## src/rtl/tone_sequencer.sv

```systemverilog
// Plays a stored color pattern as timed tones with gaps, plus key-feedback
// and error tones; one shared down-counter times every state.
module tone_sequencer #(
   parameter int TONE_CYCLES = 25_000_000,
   parameter int GAP_CYCLES  = 12_500_000,
   parameter int KEY_CYCLES  = 10_000_000,
   parameter int ERR_CYCLES  = 50_000_000,
   parameter int HW0         = 119617,
   parameter int HW1         = 99206,
   parameter int HW2         = 80645,
   parameter int HW3         = 60241,
   parameter int HWERR       = 595238
) (
   input  logic        CLOCK_50,
   input  logic        reset,
   input  logic        start,
   input  logic [5:0]  length,
   output logic [4:0]  pat_addr,
   input  logic [1:0]  pat_data,
   input  logic        key_req,
   input  logic [1:0]  key_color,
   input  logic        err_req,
   output logic [19:0] half_wav,
   output logic        audio_res,
   output logic [2:0]  lamp,
   output logic        busy,
   output logic        done
);

   typedef enum logic [2:0] {IDLE, FETCH, TONE, GAP, KEY, ERR} state_t;

   localparam logic [25:0] FETCH_LD = 26'd1;
   localparam logic [25:0] TONE_LD  = 26'(TONE_CYCLES - 1);
   localparam logic [25:0] GAP_LD   = 26'(GAP_CYCLES - 1);
   localparam logic [25:0] KEY_LD   = 26'(KEY_CYCLES - 1);
   localparam logic [25:0] ERR_LD   = 26'(ERR_CYCLES - 1);

   state_t      state_q, state_d;
   logic [25:0] cnt_q, cnt_d;
   logic [5:0]  n_q, n_d;
   logic [5:0]  step_q, step_d;
   logic [4:0]  pat_addr_q, pat_addr_d;
   logic [19:0] half_wav_q, half_wav_d;
   logic        audio_res_q, audio_res_d;
   logic [2:0]  lamp_q, lamp_d;
   logic        busy_q, busy_d;
   logic        done_q, done_d;

   function automatic logic [19:0] hw_sel(input logic [1:0] color);
      case (color)
         2'd0:    hw_sel = 20'(HW0);
         2'd1:    hw_sel = 20'(HW1);
         2'd2:    hw_sel = 20'(HW2);
         default: hw_sel = 20'(HW3);
      endcase
   endfunction

   function automatic logic [2:0] lamp_sel(input logic [1:0] color);
      lamp_sel = {1'b0, color} + 3'd1;
   endfunction

   always_comb begin
      state_d     = state_q;
      cnt_d       = (cnt_q != 26'd0) ? cnt_q - 26'd1 : 26'd0;
      n_d         = n_q;
      step_d      = step_q;
      pat_addr_d  = pat_addr_q;
      half_wav_d  = half_wav_q;
      audio_res_d = audio_res_q;
      lamp_d      = lamp_q;
      busy_d      = busy_q;
      done_d      = 1'b0;

      case (state_q)
         IDLE: begin
            if (start) begin
               if (length == 6'd0) begin
                  done_d = 1'b1;
               end else begin
                  state_d    = FETCH;
                  cnt_d      = FETCH_LD;
                  n_d        = (length > 6'd32) ? 6'd32 : length;
                  step_d     = 6'd0;
                  pat_addr_d = 5'd0;
                  busy_d     = 1'b1;
               end
            end else if (key_req) begin
               state_d     = KEY;
               cnt_d       = KEY_LD;
               half_wav_d  = hw_sel(key_color);
               audio_res_d = 1'b0;
               lamp_d      = lamp_sel(key_color);
               busy_d      = 1'b1;
            end
         end
         FETCH: begin
            // pat_data is valid on the second FETCH cycle; use it directly.
            if (cnt_q == 26'd0) begin
               state_d     = TONE;
               cnt_d       = TONE_LD;
               half_wav_d  = hw_sel(pat_data);
               audio_res_d = 1'b0;
               lamp_d      = lamp_sel(pat_data);
            end
         end
         TONE: begin
            if (cnt_q == 26'd0) begin
               state_d     = GAP;
               cnt_d       = GAP_LD;
               audio_res_d = 1'b1;
               lamp_d      = 3'd0;
            end
         end
         GAP: begin
            if (cnt_q == 26'd0) begin
               if (step_q + 6'd1 == n_q) begin
                  state_d    = IDLE;
                  done_d     = 1'b1;
                  busy_d     = 1'b0;
                  step_d     = 6'd0;
                  pat_addr_d = 5'd0;
               end else begin
                  state_d    = FETCH;
                  cnt_d      = FETCH_LD;
                  step_d     = step_q + 6'd1;
                  pat_addr_d = pat_addr_q + 5'd1;
               end
            end
         end
         KEY: begin
            if (key_req) begin
               cnt_d      = KEY_LD;
               half_wav_d = hw_sel(key_color);
               lamp_d     = lamp_sel(key_color);
            end else if (cnt_q == 26'd0) begin
               state_d     = IDLE;
               audio_res_d = 1'b1;
               lamp_d      = 3'd0;
               busy_d      = 1'b0;
            end
         end
         ERR: begin
            if (cnt_q == 26'd0) begin
               state_d     = IDLE;
               audio_res_d = 1'b1;
               lamp_d      = 3'd0;
               busy_d      = 1'b0;
            end
         end
         default: state_d = IDLE;
      endcase

      // Error tone overrides everything, including any done pulse.
      if (err_req) begin
         state_d     = ERR;
         cnt_d       = ERR_LD;
         half_wav_d  = 20'(HWERR);
         audio_res_d = 1'b0;
         lamp_d      = 3'd5;
         busy_d      = 1'b1;
         done_d      = 1'b0;
         step_d      = 6'd0;
         pat_addr_d  = 5'd0;
      end
   end

   always_ff @(posedge CLOCK_50 or posedge reset) begin
      if (reset) begin
         state_q     <= IDLE;
         cnt_q       <= 26'd0;
         n_q         <= 6'd0;
         step_q      <= 6'd0;
         pat_addr_q  <= 5'd0;
         half_wav_q  <= 20'd0;
         audio_res_q <= 1'b1;
         lamp_q      <= 3'd0;
         busy_q      <= 1'b0;
         done_q      <= 1'b0;
      end else begin
         state_q     <= state_d;
         cnt_q       <= cnt_d;
         n_q         <= n_d;
         step_q      <= step_d;
         pat_addr_q  <= pat_addr_d;
         half_wav_q  <= half_wav_d;
         audio_res_q <= audio_res_d;
         lamp_q      <= lamp_d;
         busy_q      <= busy_d;
         done_q      <= done_d;
      end
   end

   assign pat_addr  = pat_addr_q;
   assign half_wav  = half_wav_q;
   assign audio_res = audio_res_q;
   assign lamp      = lamp_q;
   assign busy      = busy_q;
   assign done      = done_q;

endmodule

```

## config.mk

```make
export PLATFORM = sky130hd
export DESIGN_NAME = tone_sequencer
export DESIGN_NICKNAME = d
export VERILOG_FILES = /design/src/rtl/tone_sequencer.sv
export SDC_FILE = /design/constraint.sdc
export NUM_CORES = 1
export LEC_CHECK = 0
export CORE_MARGIN = 1
export CORE_UTILIZATION = 35
export DETAILED_ROUTE_END_ITERATION = 16
export GPL_TIMING_DRIVEN = 1
export PLACE_DENSITY = 0.6
export RECOVER_POWER = 100
export SLEW_MARGIN = 15
export SYNTH_ARGS = -nofsm -noshare
export SYNTH_HDL_FRONTEND = slang
export SYNTH_SLANG_ARGS = --single-unit
```

## constraint.sdc

```tcl
create_clock -name CLOCK_50 -period 2.4 [get_ports CLOCK_50]
set_input_delay 0.48 -clock CLOCK_50 [delete_from_list [all_inputs] [get_ports CLOCK_50]]
set_output_delay 0.48 -clock CLOCK_50 [all_outputs]
set_load 0.005 [all_outputs]
```

==> run metrics, run 1 <==
setup violators final=0; grt total ovfl=0; DRC Markers=0; Synth area leaders=dfrtp_1 39%, xnor2_1 4.0%, o21ai_0 3.9%; CORE AREA=11500 um2; status=finished, final reports clean; PortBufs=42; CP Class=flip-flop to flip-flop; placed insts=670; Peak VDD IR=334 uV; FF-to-FF Start=cnt_q[0]; Clk pin slew, worst setup/hold paths=50 ps; I/O pin count=46; Worst Setup End Kind=flip-flop; die area=12300 um2; share of layout cells above drive strength 1=15.5%; DR vias/cell=5.67; reg2reg setup slack=120 ps; RSZ-0062 raised after global routing=yes; CP Max Fanout=15; GR Util met1=25.6%; GR met2 Demand/Resource=between 30% and 40%; Clk pwr share=just over 40%; critical path startpoint=cnt_q[0]; CTS root buffer=clkbuf_16; cells on worst reg2reg path=8; Post-DP HPWL=8380 um; final period utilization=a little over nine tenths; final hold violations=0; Max Cap Viol=0; asr flop ratio synth=100%; largest net degree at the start of global routing=30; CP arrival=2480 ps; antenna fix cells=0; via count=3887; Yosys cell types=66; Worst setup SP type=flip-flop; first-pass GRT wire length=roughly 19000 um; min Tclk post-route=between 2000 and 2500 ps; CTS Buf Count=9; Post-DRT Antenna Nets=0; initial core utilization=a little over a third; count of pins over their slew limit=0; Switching Fraction=roughly 28%; Clock Skew=6.20 ps; worst rel slew slack=56.4%; Int Pwr=2.41 mW; Sink Count=65; CTS H-tree lvls=3; Required @ worst endpoint=2600 ps; CTS tree=built; non-filler cells, final=~690; Least-Margin Pin Slew=653 ps; gpl congestion=0.898; syn_area_per_cell=9.00 um2; GR peak layer=met2; GRT Overall Usage=19.0%; cell accounting for the most synthesized area=dfrtp_1; # rows=39; number of global-route vias before repair=3780; Syn-to-layout area delta=28.2%; Post-synth EDFFs=0; Hold Path Origin=half_wav[8]; met3 usage in global routing=3.39%; wire length per cell=approximately 16 um; Pleak=2.18 nW; Synth Flop Type=dfrtp_1; 1st-iter DRT viols=288; FF+latch count, synth=65; TritonRoute pass-1 iters=5; Synth Warn #=0; post-synth top area share=38.7%; Hold-fix buffers, CTS=0; fmax=between 400 and 500 MHz; Die Y=111 um; capturing point of the worst reg2reg path=cnt_q[17]; CTS Buffer Depth=2; final wirelength=11100 um; Final nets=565; worst hold path stage count=1; initial antenna violation count=0; Tightest Hold Check Type=flip-flop to flip-flop; Reg power frac=38.1%; DIE WIDTH=~110 um; cell area after synthesis=4140 um2; sequential share of the synthesized area=39.3%; combinational power share=21.6%; worst-case hold path end point=half_wav[8]; Post-Synthesis Cells=460; post-CTS setup buffer count=0; Net Switching=between 0.9 and 1 mW; clk_lat worst skew=approximately 330 ps; Design Power=3.35 mW; post-cts resize count=0; Pwr per Cell Area=between 600 and 700 nW/um2
## stage by stage
stage          instance area, um2  utilization, %  hold WS (ps)  setup WS [ps]  setup TNS, ps
6_report                     5310            46.3           473            119              0
5_1_grt                      5310            46.3           517          -18.3          -28.6
4_1_cts                      5320            46.4           467           85.6              0
3_5_place_dp                 5010            43.7           470           -109          -1120
3_3_place_gp                 5010            43.7           473          -63.3           -621
2_1_floorplan                4150               -           464            249              0
## worst max-delay path, stage by stage, from the launching register on
cell and delay (ps):
dfrtp_1 390, inv_1 120, ha_2 210, nor4b_4 300, and4_4 350, nand3_2 130
buf_4 230, o21ai_0 280, o21ai_0 150
## power groups by stage
| stage | clock network [mW] | logic, mW | registers, mW |
|---|---|---|---|
| finish | 1.35 | 0.723 | 1.28 |
| global route | 1.42 | 0.803 | 1.29 |
| CTS | 1.38 | 0.735 | 1.28 |
| detailed placement | 0 | 0.730 | 1.30 |
| global placement | 0 | 0.721 | 1.29 |
| floorplan | 0 | 0.437 | 1.28 |
## cells in the mapped netlist, types with 8 or more instances
cell / number
xnor2_1: 19
clkbuf_1: 16
nand3_1: 23
nand2_1: 29
o21ai_0: 32
nor4_1: 8
ha_1: 12
nand2b_1: 8
nor2_1: 40
nand4_1: 8
a21oi_1: 21
dfrtp_1: 64
nor3_1: 26
inv_1: 16
## layout by cell type, fill, tap and decap left out, drive strengths merged, types with 11 or more instances in the layout
cell / instances
buf: 47
dfrtp: 64
a21oi: 21
nor2: 40
nor4: 11
nor3: 26
inv: 16
clkdlybuf4s50: 12
nand2: 29
ha: 12
dlygate4sd3: 30
clkbuf: 18
o21ai: 32
xnor2: 19
nand3: 24
## cell type report
type / instances / area (um2)
Tap cell: 143 / 179
Clock inverter: 2 / 35.0
Sequential cell: 65 / 1630
Fill cell: 1090 / 6160
Clock buffer: 14 / 274
Multi-Input combinational cell: 351 / 2320
Timing Repair Buffer: 93 / 805
Inverter: 18 / 67.6
## kinds of logic (layout without fill, tap and decap cells)
kind of cell	Yosys count	in the layout	synth area share, %
fa+ha+maj	12	12	3.63
buf+inv	46	127	5.11
xor+xnor	24	24	5.41
simple gates	183	183	24.7
other cells	1	3	0.0905
flops	65	65	39.3
mux	6	6	1.51
compound gates	123	123	20.3
## worst max-delay path by stage
| stage | end | cells past startpoint |
|---|---|---|
| final | cnt_q[17] | 8 |
| after global routing | cnt_q[10] | 7 |
| after detailed placement | cnt_q[17] | 8 |
| after floorplan | done | 8 |
| after CTS | cnt_q[17] | 8 |
| after global placement | pat_addr[1] | 6 |
## layer usage
layer	share of wire (%)	up-vias
met1	46	1892
met4	1.8	0
met3	5.5	20
met2	47	110
li1	-	1865
met5	0	-
## sequential cells by signal, summed over array words and instances, names as in the netlist
signal,cells
pat_addr,5
done,1
busy,1
step_q,6
lamp,3
state_q,3
audio_res,1
n_q,6
cnt_q,26
half_wav,13
No activity file was read; power rests on OpenSTA's default activity.
==> inputs of run 2 (changes only) <==
--- a/config.mk
+++ b/config.mk
@@ -9,7 +9,6 @@
 export CORE_UTILIZATION = 35
 export DETAILED_ROUTE_END_ITERATION = 16
 export GPL_TIMING_DRIVEN = 1
-export PLACE_DENSITY = 0.6
 export RECOVER_POWER = 100
 export SLEW_MARGIN = 15
 export SYNTH_ARGS = -nofsm -noshare
==> results of run 2 <==
Same layout as run 1: the final DEF is identical, and so are final timing and power.
==> inputs of run 3 (changes only) <==
--- a/config.mk
+++ b/config.mk
@@ -5,7 +5,7 @@
 export SDC_FILE = /design/constraint.sdc
 export NUM_CORES = 1
 export LEC_CHECK = 0
-export CORE_MARGIN = 1
+export CORE_MARGIN = 3
 export CORE_UTILIZATION = 35
 export DETAILED_ROUTE_END_ITERATION = 16
 export GPL_TIMING_DRIVEN = 1
==> run metrics, run 3 (synthesis gave the netlist of run 1 again) <==
status=finished, final reports clean; Pwr per Cell Area=628 nW/um2 (-0.56%); Post-DP HPWL=8690 um (+3.7%); CP Class=flip-flop to flip-flop; CP arrival=2480 ps (about the same); 1st-iter DRT viols=296 (+2.8%); fmax=439 MHz (+0.13%); Required @ worst endpoint=2600 ps (about the same); GRT Overall Usage=17.7% (-1.3 points); grt total ovfl=0 (unchanged); CTS Buf Count=9 (unchanged); share of layout cells above drive strength 1=14.2% (-1.2 points); gpl congestion=0.870 (-3.1%); wire length per cell=16.5 um (+2.2%); CTS H-tree lvls=3 (unchanged); PortBufs=42 (unchanged); DR top layer=met4; met2 wire len=5190 um (+0.43%); DIE WIDTH=115 um (+3.6%); largest net degree at the start of global routing=24 (-20%); TritonRoute pass-1 iters=4 (-1); Die Y=115 um (+3.6%); Least-Margin Pin Slew=842 ps (+189 ps); number of global-route vias before repair=3650 (-3.4%); die area=13200 um2 (+7.4%); CORE AREA=11500 um2 (+0.43%); placed insts=669 (-0.15%); via count=3816 (-1.8%); first-pass GRT wire length=18600 um (-1.5%); I/O pin count=46 (unchanged); Pleak=2.14 nW (-1.7%); Syn-to-layout area delta=26.7%; worst hold margin=459 ps (-13.8 ps); Metal-1 WL=5510 um (+7.8%); clk_lat worst skew=330 ps (about the same); min Tclk post-route=2280 ps (-3.00 ps); Met3 Wirelength=443 um (-27%); DR vias/cell=5.58 (-1.5%); most common cell after layout, fill and taps aside=dfrtp_1; CTS tree=built; worst rel slew slack=43.8% (-13 points); initial antenna violation count=0 (unchanged); CP Max Fanout=6 (-9); Sink Count=65 (unchanged); antenna fix cells=0 (unchanged); Worst Setup End Kind=flip-flop; Post-DRT Antenna Nets=0 (unchanged); max reg flops=26 (unchanged); final setup TNS=0 ps (unchanged); initial core utilization=36.0% (-0.15 points); Clk pin slew, worst setup/hold paths=50 ps (about the same); final wirelength=11300 um (+1.9%); DRC Markers=0 (unchanged); Peak VDD IR=276 uV (-17%); CTS Buffer Depth=2 (unchanged); Tightest Hold Check Type=flip-flop to flip-flop; Worst setup SP type=flip-flop; Final nets=564 (-0.18%); final hold violations=0 (unchanged); Hold-fix buffers, CTS=0 (unchanged); final period utilization=94.9% (-0.12 points); Clock Skew=3.63 ps (-2.56 ps); # rows=39 (unchanged); RSZ-0062 raised after global routing=no; Most flops, register=cnt_q; count of pins over their slew limit=0 (unchanged); non-filler cells, final=684 (-0.29%); setup violators final=0 (unchanged); Max Cap Viol=0 (unchanged); commonest cells after routing, fill and taps aside=64 x dfrtp_1, 40 x nor2_1, 38 x buf_4; CTS root buffer=clkbuf_16
-- run 3: cell types whose count changed in the layout (fill, tap and decap cells not counted), moves of 2 or more --
cell,before,now
buf_4,46,38
and2_1,4,2
and2_0,0,2
clkbuf_2,3,5
clkbuf_1,3,7
-- run 3: layout make-up --
cell class,count,area (um2)
multi-input combinational,351,2320
clock buffer,12,256
inverter,18,67.6
clock inverter,3,40.0
tap,143,179
sequential,65,1630
fill,1145,6270
timing repair buffer,92,758
-- run 3: worst paths after layout --
check,startpoint,end,slack (ps),cells after the start
max,cnt_q[0],cnt_q[12],120,8
min,state_q[2],state_q[1],460,1
max reg2reg,cnt_q[0],cnt_q[12],120,8
min reg2reg,state_q[2],state_q[1],460,1
max in group asynchronous,reset,cnt_q[24],540,3
min in group asynchronous,reset,cnt_q[10],780,2
-- run 3: per-stage QoR --
step | setup slack, ps | area (um2) | util [%] | total power [mW]
after floorplan | 249 | 4150 | - | 1.72
after global placement | -48.5 | 5000 | 43.5 | 2.00
after detailed placement | -56.8 | 5000 | 43.5 | 2.02
after CTS | 32.0 | 5300 | 46.0 | 3.34
after global routing | 23.5 | 5250 | 45.6 | 3.46
final | 122 | 5250 | 45.6 | 3.30
-- run 3: worst max-delay path, stage by stage (launching register included) --
cell and delay [ps]:
dfrtp_1 400, inv_1 110, ha_2 220, or4b_2 700, nor2_1 230, buf_4 150, nand3b_1 90, xor2_1 160
o21ai_0 90
-- run 3: where the power goes --
group	switching (mW)	total, mW	internal [mW]
logic	0.383	0.694	0.311
clock network	0.468	1.32	0.851
registers	0.0910	1.28	1.19
-- run 3: routing by layer --
metal | up-vias | GRT usage (%)
li1 | 1861 | -
met2 | 89 | 27.7
met3 | 16 | 3.47
met5 | - | 0
met1 | 1850 | 24.5
met4 | 0 | 6.57
-- run 3: timing repair --
item / CTS / global route
gates resized for setup: 0 / 5
hold endpoints to repair: 0 / 0
endpoints found under the setup margin: 0 / 18
setup buffers: 0 / 0
